## config.mk

```make
export PLATFORM = sky130hd
export DESIGN_NAME = itlb_ctrl_flat
export DESIGN_NICKNAME = d
export VERILOG_FILES = /design/src/rtl/itlb_ctrl_pkg.sv /design/src/rtl/itlb_ctrl_if.sv /design/src/rtl/itlb_ctrl_victim_sel.sv /design/src/rtl/itlb_ctrl.sv /design/src/flat_wrapper.sv
export SDC_FILE = /design/constraint.sdc
export NUM_CORES = 1
export LEC_CHECK = 0
export CELL_PAD_IN_SITES_DETAIL_PLACEMENT = 1
export CELL_PAD_IN_SITES_GLOBAL_PLACEMENT = 1
export CORE_MARGIN = 2
export CORE_UTILIZATION = 54
export DETAILED_ROUTE_END_ITERATION = 16
export GPL_ROUTABILITY_DRIVEN = 0
export MAX_ROUTING_LAYER = met4
export PLACE_DENSITY_LB_ADDON = 0.1
export SYNTH_ARGS = -nofsm -noshare
export SYNTH_HDL_FRONTEND = slang
export SYNTH_HIERARCHICAL = 1
export SYNTH_SLANG_ARGS = --single-unit
export TNS_END_PERCENT = 20
```

## constraint.sdc

```tcl
create_clock -name clk_i -period 7.9 [get_ports clk_i]
set_input_delay 1.58 -clock clk_i [delete_from_list [all_inputs] [get_ports clk_i]]
set_output_delay 1.58 -clock clk_i [all_outputs]
set_load 0.01 [all_outputs]
```

## src/rtl/itlb_ctrl_pkg.sv

```systemverilog
// Shared types and sizing for the ITLB controller slice.
package itlb_ctrl_pkg;

  localparam int unsigned ITLB_ENTRY_SIZE = 32;
  localparam int unsigned MXLEN           = 32;
  localparam int unsigned VPN_W           = 20;

  typedef logic [MXLEN-1:0] pte_t;
  typedef logic [VPN_W-1:0] vpn_t;

  typedef enum logic [2:0] {
    IDLE,
    LOOKUP,
    MISS_REQ,
    MISS_WAIT,
    REFILL
  } itlb_state_e;

  typedef struct packed {
    logic valid;
    vpn_t vpn;
  } ptw_req_t;

  typedef struct packed {
    logic valid;
    logic fault;
    pte_t pte;
  } ptw_resp_t;

endpackage

```

## src/rtl/itlb_ctrl_if.sv

```systemverilog
// IFU request/response, entry-array enables and PTW handshake for the ITLB controller.
interface itlb_ctrl_if #(
  parameter int unsigned ENTRIES = 32,
  parameter int unsigned VPN_W   = 20,
  parameter int unsigned PTE_W   = 32
);
  logic               req_valid_i;
  logic               req_ready_o;
  logic [VPN_W-1:0]   req_vpn_i;
  logic               resp_valid_o;
  logic               resp_hit_o;
  logic               resp_fault_o;
  logic               resp_flushed_o;
  logic [ENTRIES-1:0] rd_en_o;
  logic [ENTRIES-1:0] wr_en_o;
  logic [PTE_W-1:0]   pte_wr_o;
  logic               ptw_req_valid_o;
  logic               ptw_req_ready_i;
  logic [VPN_W-1:0]   ptw_req_vpn_o;
  logic               ptw_resp_valid_i;
  logic [PTE_W-1:0]   ptw_resp_pte_i;
  logic               ptw_resp_fault_i;
  logic               flush_i;

  modport slave (
    input  req_valid_i, req_vpn_i, ptw_req_ready_i, ptw_resp_valid_i,
           ptw_resp_pte_i, ptw_resp_fault_i, flush_i,
    output req_ready_o, resp_valid_o, resp_hit_o, resp_fault_o, resp_flushed_o,
           rd_en_o, wr_en_o, pte_wr_o, ptw_req_valid_o, ptw_req_vpn_o
  );

  modport master (
    output req_valid_i, req_vpn_i, ptw_req_ready_i, ptw_resp_valid_i,
           ptw_resp_pte_i, ptw_resp_fault_i, flush_i,
    input  req_ready_o, resp_valid_o, resp_hit_o, resp_fault_o, resp_flushed_o,
           rd_en_o, wr_en_o, pte_wr_o, ptw_req_valid_o, ptw_req_vpn_o
  );
endinterface

```

## src/rtl/itlb_ctrl_victim_sel.sv

```systemverilog
// Refill victim choice: lowest invalid entry, else a round-robin pointer.
module itlb_victim_sel #(
  parameter int unsigned ENTRIES = 32
) (
  input  logic               clk_i,
  input  logic               rstn_i,
  input  logic [ENTRIES-1:0] valid,
  input  logic               fill,
  output logic [ENTRIES-1:0] victim
);
  localparam int unsigned PTR_W = (ENTRIES > 1) ? $clog2(ENTRIES) : 1;

  logic [PTR_W-1:0] ptr;
  logic             full;
  logic             found;

  assign full = &valid;

  always_comb begin
    victim = '0;
    found  = 1'b0;
    for (int unsigned i = 0; i < ENTRIES; i++) begin
      if (!found && !valid[i]) begin
        victim[i] = 1'b1;
        found     = 1'b1;
      end
    end
    if (!found) victim[ptr] = 1'b1;
  end

  // Pointer only advances when it actually supplied the victim.
  always_ff @(posedge clk_i) begin
    if (!rstn_i) ptr <= '0;
    else if (fill && full) ptr <= (ptr == PTR_W'(ENTRIES - 1)) ? '0 : ptr + 1'b1;
  end
endmodule

```

## src/rtl/itlb_ctrl.sv

```systemverilog
// ITLB controller: tag/valid store, fully-associative compare, PTW miss handling and flush.
module itlb_ctrl
  import itlb_ctrl_pkg::*;
#(
  parameter int unsigned ENTRIES = ITLB_ENTRY_SIZE,
  parameter int unsigned VPN_W   = itlb_ctrl_pkg::VPN_W,
  parameter int unsigned PTE_W   = MXLEN
) (
  input logic         clk_i,
  input logic         rstn_i,
  itlb_ctrl_if.slave  bus
);
  itlb_state_e        state, state_next;
  logic [ENTRIES-1:0] valid;
  logic [VPN_W-1:0]   tag [ENTRIES];
  logic [VPN_W-1:0]   vpn_q;
  logic [PTE_W-1:0]   pte_q;
  logic               flush_pending;
  logic [ENTRIES-1:0] hit_vec;
  logic [ENTRIES-1:0] victim;
  logic               accept;
  logic               fill;

  assign accept = bus.req_valid_i && bus.req_ready_o;
  assign fill   = (state == REFILL);

  itlb_victim_sel #(.ENTRIES(ENTRIES)) u_victim_sel (
    .clk_i  (clk_i),
    .rstn_i (rstn_i),
    .valid  (valid),
    .fill   (fill),
    .victim (victim)
  );

  always_comb begin
    hit_vec = '0;
    for (int unsigned i = 0; i < ENTRIES; i++) hit_vec[i] = valid[i] && (tag[i] == vpn_q);
  end

  always_ff @(posedge clk_i) begin
    if (!rstn_i) state <= IDLE;
    else         state <= state_next;
  end

  always_comb begin
    state_next = state;
    case (state)
      IDLE:      if (accept) state_next = LOOKUP;
      LOOKUP:    state_next = (|hit_vec) ? IDLE : MISS_REQ;
      MISS_REQ:  if (bus.ptw_req_ready_i) state_next = MISS_WAIT;
      MISS_WAIT: if (bus.ptw_resp_valid_i)
                   state_next = (bus.ptw_resp_fault_i || flush_pending) ? IDLE : REFILL;
      REFILL:    state_next = LOOKUP;
      default:   state_next = IDLE;
    endcase
  end

  always_comb begin
    bus.req_ready_o     = (state == IDLE) && !bus.flush_i && !flush_pending;
    bus.resp_valid_o    = 1'b0;
    bus.resp_hit_o      = 1'b0;
    bus.resp_fault_o    = 1'b0;
    bus.resp_flushed_o  = 1'b0;
    bus.rd_en_o         = '0;
    bus.wr_en_o         = '0;
    bus.pte_wr_o        = '0;
    bus.ptw_req_valid_o = 1'b0;
    bus.ptw_req_vpn_o   = '0;
    case (state)
      LOOKUP: if (|hit_vec) begin
        bus.rd_en_o      = hit_vec;
        bus.resp_valid_o = 1'b1;
        bus.resp_hit_o   = 1'b1;
      end
      MISS_REQ: begin
        bus.ptw_req_valid_o = 1'b1;
        bus.ptw_req_vpn_o   = vpn_q;
      end
      MISS_WAIT: if (bus.ptw_resp_valid_i) begin
        if (bus.ptw_resp_fault_i) begin
          bus.resp_valid_o = 1'b1;
          bus.resp_fault_o = 1'b1;
        end else if (flush_pending) begin
          bus.resp_valid_o   = 1'b1;
          bus.resp_flushed_o = 1'b1;
        end
      end
      REFILL: begin
        bus.wr_en_o  = victim;
        bus.pte_wr_o = pte_q;
      end
      default: ;
    endcase
  end

  // A flush outside IDLE/LOOKUP is deferred and applied in the first IDLE cycle.
  always_ff @(posedge clk_i) begin
    if (!rstn_i) begin
      valid         <= '0;
      flush_pending <= 1'b0;
      vpn_q         <= '0;
      pte_q         <= '0;
    end else begin
      if (accept) vpn_q <= bus.req_vpn_i;
      if (state == MISS_WAIT && bus.ptw_resp_valid_i) pte_q <= bus.ptw_resp_pte_i;
      case (state)
        IDLE: if (bus.flush_i || flush_pending) begin
          valid         <= '0;
          flush_pending <= 1'b0;
        end
        LOOKUP: if (bus.flush_i) valid <= '0;
        default: if (bus.flush_i) flush_pending <= 1'b1;
      endcase
      if (fill) valid <= valid | victim;
    end
  end

  always_ff @(posedge clk_i) begin
    for (int unsigned i = 0; i < ENTRIES; i++)
      if (fill && victim[i]) tag[i] <= vpn_q;
  end
endmodule

```

## src/flat_wrapper.sv

```systemverilog
// flat-port wrapper written by rule: the top's interface ports become plain ports
module itlb_ctrl_flat import itlb_ctrl_pkg::*;
#(
  parameter int unsigned ENTRIES = ITLB_ENTRY_SIZE,
  parameter int unsigned VPN_W   = itlb_ctrl_pkg::VPN_W,
  parameter int unsigned PTE_W   = MXLEN
)
  (clk_i, rstn_i, bus_req_valid_i, bus_req_vpn_i, bus_ptw_req_ready_i, bus_ptw_resp_valid_i, bus_ptw_resp_pte_i, bus_ptw_resp_fault_i, bus_flush_i, bus_req_ready_o, bus_resp_valid_o, bus_resp_hit_o, bus_resp_fault_o, bus_resp_flushed_o, bus_rd_en_o, bus_wr_en_o, bus_pte_wr_o, bus_ptw_req_valid_o, bus_ptw_req_vpn_o);
  itlb_ctrl_if #(.ENTRIES(ENTRIES), .VPN_W(VPN_W), .PTE_W(PTE_W)) bus_i ();
  input logic clk_i;
  input logic rstn_i;
  input wire logic [$bits(bus_i.req_valid_i)-1:0] bus_req_valid_i;
  input wire logic [$bits(bus_i.req_vpn_i)-1:0] bus_req_vpn_i;
  input wire logic [$bits(bus_i.ptw_req_ready_i)-1:0] bus_ptw_req_ready_i;
  input wire logic [$bits(bus_i.ptw_resp_valid_i)-1:0] bus_ptw_resp_valid_i;
  input wire logic [$bits(bus_i.ptw_resp_pte_i)-1:0] bus_ptw_resp_pte_i;
  input wire logic [$bits(bus_i.ptw_resp_fault_i)-1:0] bus_ptw_resp_fault_i;
  input wire logic [$bits(bus_i.flush_i)-1:0] bus_flush_i;
  output wire logic [$bits(bus_i.req_ready_o)-1:0] bus_req_ready_o;
  output wire logic [$bits(bus_i.resp_valid_o)-1:0] bus_resp_valid_o;
  output wire logic [$bits(bus_i.resp_hit_o)-1:0] bus_resp_hit_o;
  output wire logic [$bits(bus_i.resp_fault_o)-1:0] bus_resp_fault_o;
  output wire logic [$bits(bus_i.resp_flushed_o)-1:0] bus_resp_flushed_o;
  output wire logic [$bits(bus_i.rd_en_o)-1:0] bus_rd_en_o;
  output wire logic [$bits(bus_i.wr_en_o)-1:0] bus_wr_en_o;
  output wire logic [$bits(bus_i.pte_wr_o)-1:0] bus_pte_wr_o;
  output wire logic [$bits(bus_i.ptw_req_valid_o)-1:0] bus_ptw_req_valid_o;
  output wire logic [$bits(bus_i.ptw_req_vpn_o)-1:0] bus_ptw_req_vpn_o;
  assign bus_i.req_valid_i = bus_req_valid_i;
  assign bus_i.req_vpn_i = bus_req_vpn_i;
  assign bus_i.ptw_req_ready_i = bus_ptw_req_ready_i;
  assign bus_i.ptw_resp_valid_i = bus_ptw_resp_valid_i;
  assign bus_i.ptw_resp_pte_i = bus_ptw_resp_pte_i;
  assign bus_i.ptw_resp_fault_i = bus_ptw_resp_fault_i;
  assign bus_i.flush_i = bus_flush_i;
  assign bus_req_ready_o = bus_i.req_ready_o;
  assign bus_resp_valid_o = bus_i.resp_valid_o;
  assign bus_resp_hit_o = bus_i.resp_hit_o;
  assign bus_resp_fault_o = bus_i.resp_fault_o;
  assign bus_resp_flushed_o = bus_i.resp_flushed_o;
  assign bus_rd_en_o = bus_i.rd_en_o;
  assign bus_wr_en_o = bus_i.wr_en_o;
  assign bus_pte_wr_o = bus_i.pte_wr_o;
  assign bus_ptw_req_valid_o = bus_i.ptw_req_valid_o;
  assign bus_ptw_req_vpn_o = bus_i.ptw_req_vpn_o;
  itlb_ctrl #(.ENTRIES(ENTRIES), .VPN_W(VPN_W), .PTE_W(PTE_W)) u_core (.clk_i(clk_i), .rstn_i(rstn_i), .bus(bus_i));
endmodule
```

# Word-level counts from Yosys, hierarchy flattened
# Memories as Yosys holds them, arrays and structs flattened.
# Cells that the tools add are included.
# classes
n_bitwise	3
mux	255
reduce_logical	205
order_cmp	2
addsub	1
n_eq_ne	43
# op_table
op	count
equality test 20 bit	32
2-to-1 mux 20 bit	32
OR reduction 20 bit	31
2-to-1 mux 32 bit	8
2-to-1 mux 1 bit	173
2-to-1 mux 5 bit	32
logical AND 1 bit	101
OR 32 bit	2
case mux 32 bit (2 select lines)	1
zero test 1 bit	63
AND reduction 32 bit	1
OR reduction 32 bit	1
case mux 3 bit (5 select lines)	1
2-to-1 mux 3 bit	4
AND reduction 3 bit	3
equality test 3 x 2 -> 1 bit, second input constant	2
less-than comparator 5 x 6 -> 1 bit, second input constant	1
inequality test 2 bit, second input constant	3
inequality test 3 x 2 -> 1 bit, second input constant	2
adder 5 x 1 -> 5 bit, second input constant	1
demux 1 bit (select 5 bit)	1
equality test 5 bit, second input constant	1
greater-or-equal comparator 5 x 1 -> 1 bit, second input constant	1
case mux 1 bit (2 select lines)	2
other kinds (9)	10
# word_totals
mem_bits_rw	640
in_bits	59
memories	1
out_inout_bits	122
reg_bits	93
elab_cells	516
# memory_table
name	depth	word_bits	read_ports	rd_clocked_by_memory_dff	write_ports	line	text
u_core.tag	32	20	32	0	1	itlb_ctrl.sv:15	logic [VPN_W-1:0] tag [ENTRIES];

# Depth between registers and ports, before layout
# Gate-level depths: netlist of the first run.
# depth
depth_word	130
ltp_mapped	12

# Cells and area by module
# Netlist of the first run, hierarchy kept.
# modules_own_cells
module	area_per_inst_um2	cells_per_inst	n_inst
itlb_ctrl	32987.9	2360	1
itlb_victim_sel	1091.0	151	1

# Worst setup path before layout of the first run
# OpenSTA, ideal clock, no wires.
# synth_path
path_kind	reg-to-output
start	register u_core.vpn_q[1]
end	output bus_rd_en_o[10]
path_buffers	5
stages_incl_launch_ff	13
path_slack_ns	3.578
arrival_time_ns	2.742
cell_sequence	dfxtp_1 buf_4 buf_8 buf_8 buf_6 xnor2_1 nand4_1 nor4_1 nand4_1 nand4_1 nor4_2 clkbuf_1 a211oi_1
# synth_between
elab_chain_cells	5
word_cells_on_any_way	67
classes_between	eq/ne: 32; mux: 2; reduce/logical: 33
# synth_lines
item	line	text
start, declared	itlb_ctrl.sv:16	logic [VPN_W-1:0] vpn_q;
start signal, assigned	itlb_ctrl.sv:104	if (accept) vpn_q <= bus.req_vpn_i;
equality test 20 bit	itlb_ctrl.sv:37	for (int unsigned i = 0; i < ENTRIES; i++) hit_vec[i] = valid[i] && (tag[i] == vpn_q);
logical AND 1 bit	itlb_ctrl.sv:37	
OR reduction 32 bit	itlb_ctrl.sv:70	LOOKUP: if (|hit_vec) begin
2-to-1 mux 32 bit *	itlb_ctrl.sv:70	
2-to-1 mux 32 bit *	itlb_ctrl.sv:69	case (state)
end, declared	flat_wrapper.sv:24	output wire logic [$bits(bus_i.rd_en_o)-1:0] bus_rd_en_o;
# Every way passes the cells marked *; elsewhere a longest branch is shown, timed or not.

# Final worst setup path of the first run
# layout_path
start	register u_core.vpn_q[9]
end	output bus_rd_en_o[0]
# Same word-level chain as after synthesis.

==> flow_metrics.env, run 1 <==
export IMPL_outcome="complete, no violations"
export IMPL_p_leak_uw=0.01231
export IMPL_via_count=22986
export IMPL_cts_tree="yes"
export IMPL_ys_warn_count=6
export IMPL_period_minus_slack_ns=6.723
export IMPL_cp_end_kind="output pin"
export IMPL_drv_cap=0
export IMPL_root_buffer="clkbuf_16"
export IMPL_fin_nets=2786
export IMPL_coreArea_mm2=0.06274
export IMPL_wire_per_inst_um=29.49
export IMPL_grt_overflow=0
export IMPL_ir_drop_mv=0.2201
export IMPL_grt_max_degree=59
export IMPL_post_cts_buffers=0
export IMPL_cp_required_ns=6.32
export IMPL_critPathArrivalTime_ns=5.14
export IMPL_die_h_um=255.2
export IMPL_fill_cells=5967
export IMPL_grt_pass1_wl_um=158500
export IMPL_setup_violations_final=0
export IMPL_path_cells="buf_4 -> xnor2_1 -> nand4_1 -> nor4_1 -> nand4_1 -> nand4_1 -> nor4_4 -> buf_4 -> a211oi_1 -> clkdlybuf4s50_1"
export IMPL_multi_input_area_mm2=0.01189
export IMPL_synth_edff_count=640
export IMPL_crit_slowest_cell="clkdlybuf4s50_1"
export IMPL_initial_core_util_pct=54.32
export IMPL_first_pass_iters=5
export IMPL_start_kind="register"
export IMPL_hold_path_class="register to register"
export IMPL_grt_usage_pct=34.08
export IMPL_cts_buffers=81
export IMPL_finalPower_uw=9500
export IMPL_ioPinCount=181
export IMPL_async_flop_share_pct=0
export IMPL_die_area_mm2=0.06513
export IMPL_hpwl_um=68700
export IMPL_regArea_mm2=0.02116
export IMPL_clkTransAtPathRegs_ns=0.06
export IMPL_hold_violations=0
export IMPL_ys_seq_area_share_pct=61.86
export IMPL_synth_cell_type_count=59
export IMPL_wl_um=107300
export IMPL_drtIter0Drc=2164
export IMPL_synth_cell_area_mm2=0.03408
export IMPL_clkLatencyLatePin_ns=0.66
export IMPL_numPortBuffers=180
export IMPL_grt_pass1_vias=24326
export IMPL_crit_buf_inv=3
export IMPL_fp_dieW_um=255.2
export IMPL_synth_top_flop_cell="edfxtp_1"
export IMPL_antenna_found_initial=3
export IMPL_slowest_delay_ns=0.66
export IMPL_layout_cells_most_common_list="640 x edfxtp_1, 512 x xnor2_1, 236 x nand4_1, 180 x clkdlybuf4s50_1, 158 x xor2_1"
export IMPL_tns_ns=0
export IMPL_netlist_instances=2511
export IMPL_worst_path_max_fanout=23
export IMPL_clockBufferDepth=3
export IMPL_fin_worst_skew_ns=0.03870
export IMPL_cts_sinks=733
export IMPL_fin_crit_sh_pct=85.10
export IMPL_dpl_cell_count=3485
export IMPL_path_common_cell="nand4_1"
export IMPL_syn_to_final_growth_pct=15.37
export IMPL_vias_per_cell=6.320
export IMPL_cts_resized=0
export IMPL_cpLargestDelayFamily="simple AND/OR/NAND/NOR gates"
export IMPL_rsz0062_at_grt="no"
export IMPL_drive_above_1_share_pct=8.569
export IMPL_ctsHtreeMaxLevel=3
export IMPL_syn_num_nets=2575
export IMPL_avgSynthCellArea_um2=13.57
export IMPL_path_class="register to output pin"
export IMPL_slew_viol_final=0
export IMPL_slew_headroom_pct=11.46
export IMPL_worst_pin_slew_ns=1.323
export IMPL_hold_buffers=0
export IMPL_rows=92
export IMPL_layout_commonest_cell="edfxtp_1"
export IMPL_fin_cells=3637
export IMPL_max_freq_mhz=148.7
export IMPL_ant_nets=0
export IMPL_p_per_area_mw_per_mm2=241.6
export IMPL_ys_ff_latch=733
export IMPL_drc=0
[logic make-up (layout without fill, tap and decap cells)]
group,after synthesis,after routing,share of synthesized area (%)
AND/OR/NAND/NOR,765,765,13.22
flip-flops,733,733,61.86
XOR/XNOR,672,672,17.31
AO/OA/AOI/OAI,167,167,3.433
buffers and inverters,148,426,3.370
multiplexers,21,21,0.6168
adder cells (fa/ha/maj),5,5,0.1836
other,0,2,0
[layer usage]
metal	wire [um]	GRT usage (%)	part of all wire (%)	up-vias
met2	52650	55.82	49	936
met4	4714	13.73	4.4	0
met5	0	-	0	-
met3	7118	6.112	6.6	277
met1	42780	42.08	40	11930
li1	-	-	-	9843
[worst paths after layout]
kind / start / end / slack [ns] / cells after the start
hold reg to reg: u_core/pte_q[3] / u_core/pte_q[3] / 0.46 / 2
hold / removal: u_core/pte_q[3] / u_core/pte_q[3] / 0.46 / 2
setup / recovery: u_core/vpn_q[9] / bus_rd_en_o[0] / 1.18 / 10
setup reg to reg: u_core/valid[5] / u_core/tag[0][239] / 3.80 / 5
[synth_stat cells, drive strengths merged, types with 33 or more instances]
| master | instances | area [um2] |
|---|---|---|
| buf | 91 | 934.6 |
| xor2 | 160 | 1416 |
| and3 | 66 | 412.9 |
| dfxtp | 93 | 1862 |
| clkbuf | 45 | 168.9 |
| nand2 | 92 | 347.8 |
| a21oi | 41 | 205.2 |
| nand3 | 78 | 400.4 |
| nand4 | 238 | 1510 |
| edfxtp | 640 | 19220 |
| or4 | 37 | 277.8 |
| nor2 | 47 | 176.4 |
| nor4 | 99 | 646.9 |
| nand3b | 36 | 270.3 |
| a21boi | 33 | 247.7 |
| xnor2 | 512 | 4484 |
[flip-flops by register name (all words and copies together), names as in the netlist]
register and count:
u_core/valid 32, u_core/pte_q 32, u_core/tag 640, u_core/u_victim_sel/ptr 5, u_core/vpn_q 20, u_core/flush_pending 1, u_core/state 3
[power breakdown]
part / switching [uW] / internal (uW) / total, uW
registers: 202 / 4310 / 4510
logic: 818 / 431 / 1250
clock network: 1580 / 2160 / 3740
[worst min-delay path: stages (launching register included)]
cell and delay (ns):
dfxtp_1 0.30, nand2_1 0.04, a21boi_0 0.06
[stage by stage]
step | setup slack, ns | utilization (%) | hold slack [ns] | cell area (um2)
5_1_grt | 1.151 | 62.67 | 0.4916 | 39320
3_3_place_gp | 2.019 | 58.50 | 0.4471 | 36700
3_5_place_dp | 1.967 | 58.50 | 0.4579 | 36700
2_1_floorplan | 3.578 | - | 0.4390 | 34080
4_1_cts | 1.282 | 62.66 | 0.4652 | 39310
6_report | 1.177 | 62.67 | 0.4632 | 39320
[area by class of cell]
type / instances / area share, %
Timing Repair Buffer: 264 / 6.505
Inverter: 12 / 0.1146
Tap cell: 846 / 2.692
Antenna cell: 2 / 0.01273
Clock buffer: 113 / 5.827
Multi-Input combinational cell: 1630 / 30.23
Clock inverter: 37 / 0.8052
Sequential cell: 733 / 53.81
Power figures use the tool's default switching activity.
==> inputs of run 2 (changes only) <==
--- a/config.mk
+++ b/config.mk
@@ -8,9 +8,8 @@
 export CELL_PAD_IN_SITES_DETAIL_PLACEMENT = 1
 export CELL_PAD_IN_SITES_GLOBAL_PLACEMENT = 1
 export CORE_MARGIN = 2
-export CORE_UTILIZATION = 54
+export CORE_UTILIZATION = 45
 export DETAILED_ROUTE_END_ITERATION = 16
-export GPL_ROUTABILITY_DRIVEN = 0
 export MAX_ROUTING_LAYER = met4
 export PLACE_DENSITY_LB_ADDON = 0.1
 export SYNTH_ARGS = -nofsm -noshare
==> flow_metrics.env, run 2 (same netlist as run 1, synthesis figures left out) <==
export IMPL_outcome="complete, no violations"
export IMPL_max_freq_mhz=143.4
export IMPL_hold_violations=0
export IMPL_fin_nets=2797
export IMPL_highest_signal_layer="met4"
export IMPL_wire_per_inst_um=27.10
export IMPL_drtIter0Drc=1907
export IMPL_die_h_um=279.2
export IMPL_ir_drop_mv=0.1647
export IMPL_cts_tree="yes"
export IMPL_grt_overflow=0
export IMPL_setup_ws_ns=0.9264
export IMPL_fp_dieW_um=279.2
export IMPL_p_per_area_mw_per_mm2=237.7
export IMPL_first_pass_iters=5
export IMPL_grt_pass1_vias=22856
export IMPL_setup_violations_final=0
export IMPL_wl_um=102200
export IMPL_dr_wl_met2_um=49000
export IMPL_max_flop_register="u_core/tag"
export IMPL_path_class="register to output pin"
export IMPL_grt_pass1_wl_um=152200
export IMPL_met3_length_um=5221
export IMPL_layout_commonest_cell="edfxtp_1"
export IMPL_period_minus_slack_ns=6.974
export IMPL_cts_sinks=733
export IMPL_initial_core_util_pct=45.62
export IMPL_ioPinCount=181
export IMPL_worst_path_max_fanout=36
export IMPL_ant_nets=0
export IMPL_start_kind="register"
export IMPL_syn_to_final_growth_pct=15.72
export IMPL_slew_headroom_pct=21.94
export IMPL_reg_top3="u_core/tag: 640 flops, u_core/pte_q: 32 flops, u_core/valid: 32 flops"
export IMPL_tns_ns=0
export IMPL_critPathArrivalTime_ns=5.39
export IMPL_cts_buffers=82
export IMPL_grt_max_degree=68
export IMPL_place_ws_ns=1.623
export IMPL_wl_met1_um=45590
export IMPL_die_area_mm2=0.07795
export IMPL_slew_viol_final=0
export IMPL_via_count=22158
export IMPL_drive_above_1_share_pct=8.857
export IMPL_post_cts_buffers=0
export IMPL_layout_cells_most_common_list="640 x edfxtp_1, 512 x xnor2_1, 236 x nand4_1, 179 x clkdlybuf4s50_1, 158 x xor2_1"
export IMPL_rsz0062_at_grt="no"
export IMPL_antenna_found_initial=5
export IMPL_rows=100
export IMPL_place_gp_congestion=0.9094
export IMPL_fin_crit_sh_pct=88.27
export IMPL_clockBufferDepth=3
export IMPL_p_leak_uw=0.01232
export IMPL_ctsHtreeMaxLevel=3
export IMPL_root_buffer="clkbuf_16"
export IMPL_cts_resized=0
export IMPL_clkLatencyLatePin_ns=0.63
export IMPL_fin_worst_skew_ns=0.02166
export IMPL_hold_path_class="register to register"
export IMPL_grt_usage_pct=26.98
export IMPL_largest_register_ffs=640
export IMPL_vias_per_cell=5.874
export IMPL_clkTransAtPathRegs_ns=0.06
export IMPL_hold_slack_ns=0.4614
export IMPL_final_util_pct=52.80
export IMPL_drc=0
export IMPL_coreArea_mm2=0.07470
export IMPL_numPortBuffers=180
export IMPL_worst_pin_slew_ns=1.162
export IMPL_drv_cap=0
export IMPL_hold_buffers=0
export IMPL_hpwl_um=66430
export IMPL_cp_end_kind="output pin"
export IMPL_cp_required_ns=6.32
[run 2: path summary, 6_finish.rpt]
check / endpoint / slack [ns] / cells after the start / start
setup / recovery: bus_rd_en_o[7] / 0.93 / 10 / u_core/vpn_q[4]
hold reg to reg: u_core/pte_q[15] / 0.46 / 2 / u_core/pte_q[15]
hold / removal: u_core/pte_q[15] / 0.46 / 2 / u_core/pte_q[15]
setup reg to reg: u_core/tag[1][307] / 3.87 / 5 / u_core/valid[1]
[run 2: through the flow]
| step | instances | area [um2] | total power (uW) |
|---|---|---|---|
| 6_report | 3772 | 39440 | 9374 |
| 3_3_place_gp | 3618 | 36900 | 5765 |
| 2_1_floorplan | 2511 | 34080 | 5345 |
| 5_1_grt | 3772 | 39440 | 9688 |
| 4_1_cts | 3769 | 39430 | 9464 |
| 3_5_place_dp | 3618 | 36900 | 5800 |
[run 2: layout make-up]
class | count | area [um2]
Tap cell | 969 | 1212
Sequential cell | 733 | 21160
Multi-Input combinational cell | 1630 | 11890
Clock buffer | 114 | 2277
Antenna cell | 3 | 7.507
Fill cell | 7354 | 35260
Clock inverter | 37 | 255.2
Timing Repair Buffer | 274 | 2590
Inverter | 12 | 45.04
[run 2: power breakdown]
group,switching (uW),internal [uW]
clock network,1540,2110
logic,708,433
registers,272,4310
[run 2: layer usage]
| layer | global-route usage, % | up-vias |
|---|---|---|
| met5 | - | - |
| met4 | 8.120 | 0 |
| met3 | 3.297 | 151 |
| met2 | 42.83 | 623 |
| met1 | 36.48 | 11531 |
| li1 | - | 9853 |
[run 2: critical path, stage by stage (launching register included)]
cell	delay, ns
dfxtp_4	0.87
buf_4	0.45
xnor2_1	0.19
nand4_1	0.14
nor4_1	0.38
nand4_1	0.50
nand4_1	0.45
nor4_4	0.16
buf_4	0.27
a211oi_1	0.62
clkdlybuf4s50_1	0.67
==> inputs of run 3 (changes only) <==
--- a/config.mk
+++ b/config.mk
@@ -8,7 +8,7 @@
 export CELL_PAD_IN_SITES_DETAIL_PLACEMENT = 1
 export CELL_PAD_IN_SITES_GLOBAL_PLACEMENT = 1
 export CORE_MARGIN = 2
-export CORE_UTILIZATION = 45
+export CORE_UTILIZATION = 51
 export DETAILED_ROUTE_END_ITERATION = 16
 export MAX_ROUTING_LAYER = met4
 export PLACE_DENSITY_LB_ADDON = 0.1
==> flow_metrics.env, run 3 (same netlist as run 1, synthesis figures left out) <==
export IMPL_outcome="complete, no violations"
export IMPL_antenna_found_initial=5
export IMPL_drtIter0Drc=2026
export IMPL_finalPower_uw=9520
export IMPL_ir_drop_mv=0.1890
export IMPL_drc=0
export IMPL_grt_pass1_vias=23544
export IMPL_p_per_area_mw_per_mm2=242.0
export IMPL_clkLatencyLatePin_ns=0.64
export IMPL_p_int_uw=6954
export IMPL_slew_viol_final=0
export IMPL_largest_register_ffs=640
export IMPL_cts_sinks=733
export IMPL_fp_dieW_um=262.5
export IMPL_power_share_combinational_pct=12.1
export IMPL_max_freq_mhz=143.6
export IMPL_worst_pin_slew_ns=1.245
export IMPL_die_area_mm2=0.06891
export IMPL_seq_power_share_pct=48.2
export IMPL_cts_buffers=79
export IMPL_max_flop_register="u_core/tag"
export IMPL_crit_slowest_cell="dfxtp_4"
export IMPL_ant_nets=0
export IMPL_setup_violations_final=0
export IMPL_initial_core_util_pct=51.65
export IMPL_tns_ns=0
export IMPL_cp_end_kind="output pin"
export IMPL_rows=94
export IMPL_path_cells="buf_4 -> xnor2_1 -> nand4_1 -> nor4_1 -> nand4_1 -> nand4_1 -> nor4_4 -> buf_4 -> a211oi_1 -> clkdlybuf4s50_1"
export IMPL_grt_usage_pct=30.64
export IMPL_swShare_pct=26.95
export IMPL_drv_cap=0
export IMPL_layout_cells_most_common_list="640 x edfxtp_1, 512 x xnor2_1, 236 x nand4_1, 179 x clkdlybuf4s50_1, 158 x xor2_1"
export IMPL_cts_resized=0
export IMPL_p_clk_share_pct=39.7
export IMPL_start_kind="register"
export IMPL_p_sw_uw=2566
export IMPL_final_util_pct=59.62
export IMPL_wl_um=103300
export IMPL_reg_top3="u_core/tag: 640 flops, u_core/pte_q: 32 flops, u_core/valid: 32 flops"
export IMPL_clkTransAtPathRegs_ns=0.06
export IMPL_critPathArrivalTime_ns=5.38
export IMPL_ctsHtreeMaxLevel=3
export IMPL_hold_violations=0
export IMPL_post_cts_buffers=0
export IMPL_die_h_um=262.5
export IMPL_layout_commonest_cell="edfxtp_1"
export IMPL_placed_cell_area_mm2=0.03671
export IMPL_fin_nets=2776
export IMPL_numPortBuffers=180
export IMPL_period_minus_slack_ns=6.963
export IMPL_fin_worst_skew_ns=0.02864
export IMPL_hpwl_um=65910
export IMPL_grt_overflow=0
export IMPL_worst_path_max_fanout=39
export IMPL_wire_per_inst_um=28.34
export IMPL_p_leak_uw=0.01229
export IMPL_slowest_delay_ns=0.92
export IMPL_grt_max_degree=59
export IMPL_path_common_cell="nand4_1"
export IMPL_hold_path_class="register to register"
export IMPL_rsz0062_at_grt="no"
export IMPL_cts_tree="yes"
export IMPL_first_pass_iters=5
export IMPL_grt_pass1_wl_um=154800
export IMPL_slew_headroom_pct=16.68
export IMPL_vias_per_cell=6.157
export IMPL_hold_buffers=0
export IMPL_coreArea_mm2=0.06598
export IMPL_via_count=22435
export IMPL_root_buffer="clkbuf_16"
export IMPL_cp_required_ns=6.32
export IMPL_fin_crit_sh_pct=88.14
export IMPL_postLayoutCellArea_mm2=0.03934
export IMPL_ioPinCount=181
export IMPL_clockBufferDepth=3
export IMPL_drive_above_1_share_pct=8.610
export IMPL_place_gp_congestion=0.9462
export IMPL_path_class="register to output pin"
export IMPL_syn_to_final_growth_pct=15.43
## run 3: routing by layer
metal	global-route usage, %	vias up	wire length (um)
li1	-	9803	-
met3	4.404	202	5973
met4	10.16	0	3347
met2	49.77	804	50430
met5	-	-	0
met1	39.75	11626	43530
## run 3: per-stage QoR
step,cells,worst slack [ns],hold slack (ns)
floorplan,2511,3.578,0.4390
global placement,3495,1.832,0.4472
detailed placement,3495,1.754,0.4543
CTS,3640,1.054,0.4625
global route,3643,0.9312,0.4866
finish,3644,0.9369,0.4630
## run 3: area by class of cell
type                            count  area (um2)
Sequential cell                   733       21160
Clock inverter                     40       476.7
Inverter                           12       45.04
Antenna cell                        4       10.01
Fill cell                        6318       26640
Tap cell                          864        1081
Multi-Input combinational cell   1630       11890
Timing Repair Buffer              256        2530
Clock buffer                      105        2146
## run 3: path summary, 6_finish.rpt
kind,from,endpoint,slack [ns],cells past startpoint
max,u_core/vpn_q[5],bus_rd_en_o[28],0.94,10
max reg2reg,u_core/state[1],u_core/state[0],3.94,8
min,u_core/pte_q[5],u_core/pte_q[5],0.46,2
min reg2reg,u_core/pte_q[5],u_core/pte_q[5],0.46,2
## run 3: power by group through the flow
stage	Clock, uW	Sequential (uW)	Combinational, uW
2_1_floorplan	0	4460	890
3_3_place_gp	0	4660	1080
3_5_place_dp	0	4670	1120
4_1_cts	3840	4590	1140
5_1_grt	3960	4600	1230
6_report	3780	4590	1150
## run 3: critical path, delay by kind of cell (launching register included)
kind / cells / cell delay (ns)
AO/OA/AOI/OAI: 1 / 0.66
AND/OR/NAND/NOR: 5 / 1.58
XOR/XNOR: 1 / 0.19
flip-flops: 1 / 0.92
buffers and inverters: 3 / 1.31
